[src/rtl/sram_sequencer.sv]
// sram_sequencer: arbitrates a host write port and a timed playback reader onto
// one single-port 12x12 SRAM.
//
// Parameters
//   DEPTH       number of valid SRAM entries (addresses 0..DEPTH-1)
//   STEP_CYCLES clock cycles per playback step (3..65535)
//
// Ports
//   CLK, RST          clock, synchronous active-low reset
//   WrReq/WrAddr/WrData  host write request (level, held until WrAck)
//   WrAck, WrErr      one-cycle completion pulse; WrErr flags an out-of-range address
//   Play, Rewind      playback run/pause level, one-cycle rewind-to-0 pulse
//   MemAddress/MemRW/MemDin/MemDout  SRAM port (MemDout combinational from MemAddress)
//   Step              address of the next entry to play
//   StepData/StepValid  last entry read, with a one-cycle update pulse
//   Busy              FSM is in WRITE or READ
module sram_sequencer #(
    parameter int unsigned DEPTH       = 12,
    parameter int unsigned STEP_CYCLES = 4
) (
    input  logic        CLK,
    input  logic        RST,
    input  logic        WrReq,
    input  logic [3:0]  WrAddr,
    input  logic [11:0] WrData,
    input  logic        Play,
    input  logic        Rewind,
    input  logic [11:0] MemDout,
    output logic [3:0]  MemAddress,
    output logic        MemRW,
    output logic [11:0] MemDin,
    output logic        WrAck,
    output logic        WrErr,
    output logic [3:0]  Step,
    output logic [11:0] StepData,
    output logic        StepValid,
    output logic        Busy
);

    typedef enum logic [1:0] {
        st_idle,
        st_write,
        st_read
    } state_t;

    state_t      state, state_next;
    logic [15:0] tick_cnt;
    logic        step_due;
    logic        play_q;
    logic [3:0]  wr_addr;
    logic [11:0] wr_data;
    logic [3:0]  step;
    logic [11:0] step_data;
    logic        step_valid;
    logic        wr_ack;
    logic        wr_err;
    logic        wr_addr_ok;
    logic        tick_last;
    logic        step_last;

    assign wr_addr_ok = 32'(wr_addr) < DEPTH;
    assign tick_last  = tick_cnt == 16'(STEP_CYCLES - 1);
    assign step_last  = step == 4'(DEPTH - 1);

    // Next state. A playback step always wins over a pending write. While
    // WrAck is high the requester has not yet dropped WrReq, so the still-high
    // level must not start a second write.
    always_comb begin
        state_next = state;
        case (state)
            st_idle: begin
                if (step_due) begin
                    state_next = st_read;
                end else if (WrReq && !wr_ack) begin
                    state_next = st_write;
                end
            end
            st_write: state_next = st_idle;
            st_read:  state_next = st_idle;
            default:  state_next = st_idle;
        endcase
    end

    // SRAM port. The write enable is gated with RST so a reset landing on a
    // WRITE cycle never commits data.
    always_comb begin
        MemAddress = step;
        MemRW      = 1'b0;
        MemDin     = 12'h000;
        if (state == st_write) begin
            MemAddress = wr_addr;
            MemDin     = wr_data;
            MemRW      = wr_addr_ok && RST;
        end
    end

    always_ff @(posedge CLK) begin
        if (!RST) begin
            state      <= st_idle;
            tick_cnt   <= 16'd0;
            step_due   <= 1'b0;
            play_q     <= 1'b0;
            wr_addr    <= 4'd0;
            wr_data    <= 12'h000;
            step       <= 4'd0;
            step_data  <= 12'h000;
            step_valid <= 1'b0;
            wr_ack     <= 1'b0;
            wr_err     <= 1'b0;
        end else begin
            state      <= state_next;
            play_q     <= Play;
            wr_ack     <= state == st_write;
            wr_err     <= (state == st_write) && !wr_addr_ok;
            step_valid <= state == st_read;

            if (state == st_idle && state_next == st_write) begin
                wr_addr <= WrAddr;
                wr_data <= WrData;
            end

            if (state == st_read) begin
                step_data <= MemDout;
            end

            // Rewind overrides the post-read increment.
            if (Rewind) begin
                step <= 4'd0;
            end else if (state == st_read) begin
                step <= step_last ? 4'd0 : step + 4'd1;
            end

            // Tick timer. Setting step_due takes priority over the READ-exit
            // clear; being a single flag, a set while set cannot queue a
            // second read.
            if (!Play) begin
                tick_cnt <= 16'd0;
                step_due <= 1'b0;
            end else if (!play_q) begin
                tick_cnt <= 16'd0;
                step_due <= 1'b1;
            end else if (tick_last) begin
                tick_cnt <= 16'd0;
                step_due <= 1'b1;
            end else begin
                tick_cnt <= tick_cnt + 16'd1;
                if (state == st_read) begin
                    step_due <= 1'b0;
                end
            end
        end
    end

    assign WrAck     = wr_ack;
    assign WrErr     = wr_err;
    assign Step      = step;
    assign StepData  = step_data;
    assign StepValid = step_valid;
    assign Busy      = state != st_idle;

endmodule

[config.mk]
export PLATFORM = sky130hd
export DESIGN_NAME = sram_sequencer
export DESIGN_NICKNAME = d
export VERILOG_FILES = /design/src/rtl/sram_sequencer.sv
export SDC_FILE = /design/constraint.sdc
export NUM_CORES = 1
export LEC_CHECK = 0
export ABC_CLOCK_PERIOD_IN_PS = 1300
export CAP_MARGIN = 20
export CORE_MARGIN = 2
export CORE_UTILIZATION = 32
export CTS_CLUSTER_SIZE = 30
export DETAILED_ROUTE_END_ITERATION = 8
export GPL_TIMING_DRIVEN = 0
export PLACE_DENSITY_LB_ADDON = 0.3
export SLEW_MARGIN = 20
export SYNTH_ARGS = -nofsm -noshare
export SYNTH_HDL_FRONTEND = slang
export SYNTH_SLANG_ARGS = --single-unit
[constraint.sdc]
create_clock -name CLK -period 1.3 [get_ports CLK]
set_input_delay 0.39 -clock CLK [delete_from_list [all_inputs] [get_ports CLK]]
set_output_delay 0.39 -clock CLK [all_outputs]
set_load 0.01 [all_outputs]
## Yosys cells after proc, flatten, opt, wreduce, memory -nomap -nowiden

Index checks and enable logic that the tools add are counted.

- Register bits: 55
- Bits of input ports: 33
- Output and inout bits: 37
- Logic and storage cells: 44

- $add $sub $neg: 2
- $lt $le $gt $ge: 1
- Equality and inequality tests: 6
- Multiplexer cells: 10
- Bitwise operators: 3
- Reductions and logical operators: 11

Operators with widths:

| operator | count |
|---|---|
| 16-bit by 1-bit adder with 16-bit output (second input constant) | 1 |
| 16-bit by 2-bit equality test with 1-bit output (second input constant) | 1 |
| 12-bit two-way mux | 1 |
| 4-bit two-way mux | 2 |
| 2-bit two-way mux | 3 |
| 4-bit by 1-bit adder with 4-bit output (second input constant) | 1 |
| 2-bit by 1-bit equality test with 1-bit output (second input constant) | 2 |
| 4-bit equality test (second input constant) | 1 |
| 1-bit logical AND | 4 |
| 4-bit < comparator (second input constant) | 1 |
| 1-bit two-way mux | 4 |
| 4-bit OR reduction | 1 |
| 3-bit by 1-bit != test with 1-bit output (second input constant) | 1 |
| 1-bit NOT | 3 |
| 2-bit equality test (second input constant) | 1 |
| 1-bit logical NOT | 2 |
| 2-bit logical NOT | 1 |
| 2-bit AND reduction | 1 |
| 2-bit nonzero test | 1 |
| 2-bit OR reduction | 1 |

## Logic depth before layout (Yosys ltp)

- Depth after elaboration: 7
- Depth in mapped cells: 6
- Mapped depth without buffers: 5

## Worst setup path before layout

OpenSTA, ideal clock, no wires.

- Kind: register to output
- Start point: register state[0]
- End point: output port MemRW
- Arrival: 1.066 ns
- Required time: 0.910 ns
- Slack: -0.156 ns
- Cell stages (with the launch flop): 5
- Path buffers: 1
- Cell sequence: dfxtp_1 -> nor2b_1 -> buf_2 -> and2_1 -> a21boi_0

- Cells in the longest elaborated chain, start to end: 2

Ends and longest elaborated chain:

| what | RTL line | RTL |
|---|---|---|
| start: declaration | 46 | `state_t state, state_next;` |
| start signal: assignment | 99 | `state <= st_idle;` |
| start signal: assignment | 111 | `state <= state_next;` |
| 2-bit by 1-bit equality test with 1-bit output | 90 | `if (state == st_write) begin` |
| 1-bit two-way mux | 90 |  |
| end: declaration | 30 | `output logic MemRW,` |

Every way passes these cells.

## Worst setup path after layout

- Start point: register state[0]
- End point: output port MemDin[5]

- Cells in the longest elaborated chain, start to end: 2

Ends and longest elaborated chain:

| what | RTL line | RTL |
|---|---|---|
| 2-bit by 1-bit equality test with 1-bit output | 90 |  |
| 12-bit two-way mux | 90 |  |
| end: declaration | 31 | `output logic [11:0] MemDin,` |

Every way passes these cells.

==> flow_summary.ini <==
[status]
status = finished, violations left
failed_checks = negative setup slack

[final_layout]
fillers = 662
drive_gt1_share_pct = 41.98
fin_nets = 408
syn2layout_area_growth_pct = 62.68
antenna_cells = 0

[synth]
yosys.area_share.simple_pct = 29.14
avgSynthCellArea_um2 = 8.683
yosys-mux-area-fraction_pct = 1.463
synth.net_count = 301
yosysTopAreaCellShare_pct = 47.67
yosys-top-cells-count = nand2_1 (67), dfxtp_1 (55), nor2_1 (24), a21boi_0 (23), and2_1 (15)
ys_seq_elements = 55
synth_area_mm2 = 0.002310
async_flop_share_pct = 0
synth-compound-area-share_pct = 10.29
synthXorXnorAreaFrac_pct = 6.446
synth-edff-count = 0
synth_fa_ha_area_share_pct = 1.083
syn_inst = 266
ys_types = 29
synth_area_leaders = dfxtp_1 (48%), nand2_1 (11%), a21boi_0 (7.5%), xnor2_1 (5.3%), and2_1 (4.1%)
yosys_warnings = 0
yosysMostFrequentCell = nand2_1
ys.flop_type = dfxtp_1
ys_seq_area_share_pct = 47.67
yosysTopAreaCell = dfxtp_1
synth_top_family_by_area = simple AND/OR/NAND/NOR gates

[worst_setup_path]
rrSetupSlack_ps = -150
cp-start-kind = register
endpoint = MemDin[5]
crit_type = reg2out
reg2reg_depth = 6
crit_required_ps = 910
timing.rr.start = state[1]
r2r_end = wr_data[9]
cp-startpoint = state[0]
arrival_ps = 1540
end_kind = output pin
cp_max_fo = 4

[sta]
setup-tns-final_ps = -11160
maxSlewViolCount = 0
slew_headroom_pct = 73.39
finalHoldViolations = 0
skew_ps = 18.58
min_period_over_period_pct = 148.4
rsz0062_at_grt = yes
whs_ps = 460.1
tightest_slew_ps = 399.1
finalSetupViolCount = 42
layout_min_cycle_time_ps = 1930
clock.fmax_mhz = 518.2
fin_ws_ps = -629.8

[die]
ioPinCount = 70
fp-row-count = 30
dieArea_mm2 = 0.007913
design.core.area_mm2 = 0.006907
die_y_um = 88.96
initial_core_util_pct = 33.44
die_x_um = 88.96

[clock_network]
path_clk_slew_ps = 100
h-tree-depth = 2
clock_sinks = 55
clock_latency_ps = 320
cts_tree = done
cts_buffers = 5
cts_root_buf = clkbuf_8
clockBufferDepth = 2

[drt]
post-route-drc-count = 0
routed_wl_um = 6019
dr.pass1.iters = 4
final_antenna_net_count = 0
vias = 2130
drt_iter0_drc = 60
avgRoutedWirePerCell_um = 12.81
via_per_inst = 4.532

[placed_design]
port_buffers = 69
dp_hpwl_um = 3773
globalplace.congestion = 0.7605

[global_routing]
grt_max_degree = 20
antenna_found_initial = 0
grt.total_usage_pct = 14.63
grt_pass1_wl_um = 9073
grt_pass1_vias = 1989
grt_overflow = 0

[pwr]
power_density_mw_per_mm2 = 851.7
vdd_ir_drop_max_mv = 0.4643
leakage_nw = 1.534

[min_path]
hp-class = reg2reg

[flow_run]
maxCapViolCount = 0
## flip-flops by register name, indices dropped and copies added, names as in the netlist, 2 cells and up
register  flops
state         2
wr_addr       4
tick_cnt     16
Step          4
StepData     12
wr_data      12
## cell families (layout without fill, tap and decap cells)
| logic type | Yosys count | count (layout) |
|---|---|---|
| simple gates | 137 | 138 |
| flops | 55 | 55 |
| compound gates | 32 | 32 |
| buf+inv | 20 | 127 |
| xor+xnor | 17 | 17 |
| mux | 3 | 3 |
| fa+ha+maj | 2 | 2 |
## worst min-delay path by stage
stage | startpoint | end | slack, ps | depth (start not counted)
after floorplan | wr_data[10] | wr_data[10] | 430 | 2
after global placement | wr_data[10] | wr_data[10] | 440 | 2
after detailed placement | wr_data[6] | wr_data[6] | 440 | 2
after CTS | wr_addr[1] | wr_addr[1] | 460 | 2
after global routing | wr_data[2] | wr_data[2] | 490 | 2
final | wr_data[6] | wr_data[6] | 460 | 2
## through the flow
step / utilization (%) / total power [W] / setup slack [ps] / std cells / area (um^2)
after floorplan: - / 0.001966 / -2.221 / 266 / 2359
after global placement: 45.89 / 0.002160 / -1063 / 431 / 3169
after detailed placement: 45.89 / 0.002163 / -1057 / 431 / 3169
after CTS: 51.59 / 0.003201 / -613.1 / 460 / 3563
after global routing: 54.40 / 0.003342 / -665.7 / 470 / 3757
final: 54.40 / 0.003200 / -629.8 / 470 / 3757
## cell type report
cell class	instances	area (um^2)	share of cell area, %
multi-input cells	192	1360	36.20
clock inverters	3	27.53	0.7326
flip-flops and latches	55	1151	30.64
repair buffers	99	913.4	24.31
clock buffers	5	68.82	1.832
well taps	96	120.1	3.197
plain buffers	13	90.09	2.398
inverters	7	26.28	0.6993
## worst max-delay path, stage by stage, from the launching register on
cell     delay [ps]
dfxtp_2         340
nor2b_1         120
buf_4           150
buf_12          130
buf_8           120
buf_6           100
and2_4          140
buf_6           110
## power by group
group	total [W]	switching, W	internal, W
clock	0.00101	0.000615	0.000397
combinational	0.000428	0.000177	0.000251
sequential	0.00176	0.0000320	0.00173
## layout by cell type, fill, tap and decap left out, types with 4 or more instances in the layout
cell type,n
nor3_1,4
buf_2,16
clkbuf_2,7
and2_1,5
nor2_1,14
nor2_2,9
nand3_1,4
clkdlybuf4s50_1,32
xnor2_1,13
a21boi_0,22
inv_1,7
clkbuf_8,6
and2_4,10
and3_1,4
a21boi_1,6
buf_6,33
buf_4,15
nand2_1,65
dfxtp_4,6
dfxtp_2,22
dfxtp_1,27
nor4_4,4
## per-layer routing
metal	global-route usage [%]	wire, um
met2	25.37	2946
met3	3.047	305
met1	18.21	2703
met5	0	0
met4	4.749	63
## repair_timing
action,CTS,global route
pin swaps,26,14
gates resized for setup,179,77
hold buffers,0,0
setup endpoints to repair,86,84
setup buffers,18,12
cloned,3,0
hold endpoints to repair,0,0
No activity file was read; power rests on OpenSTA's default activity.
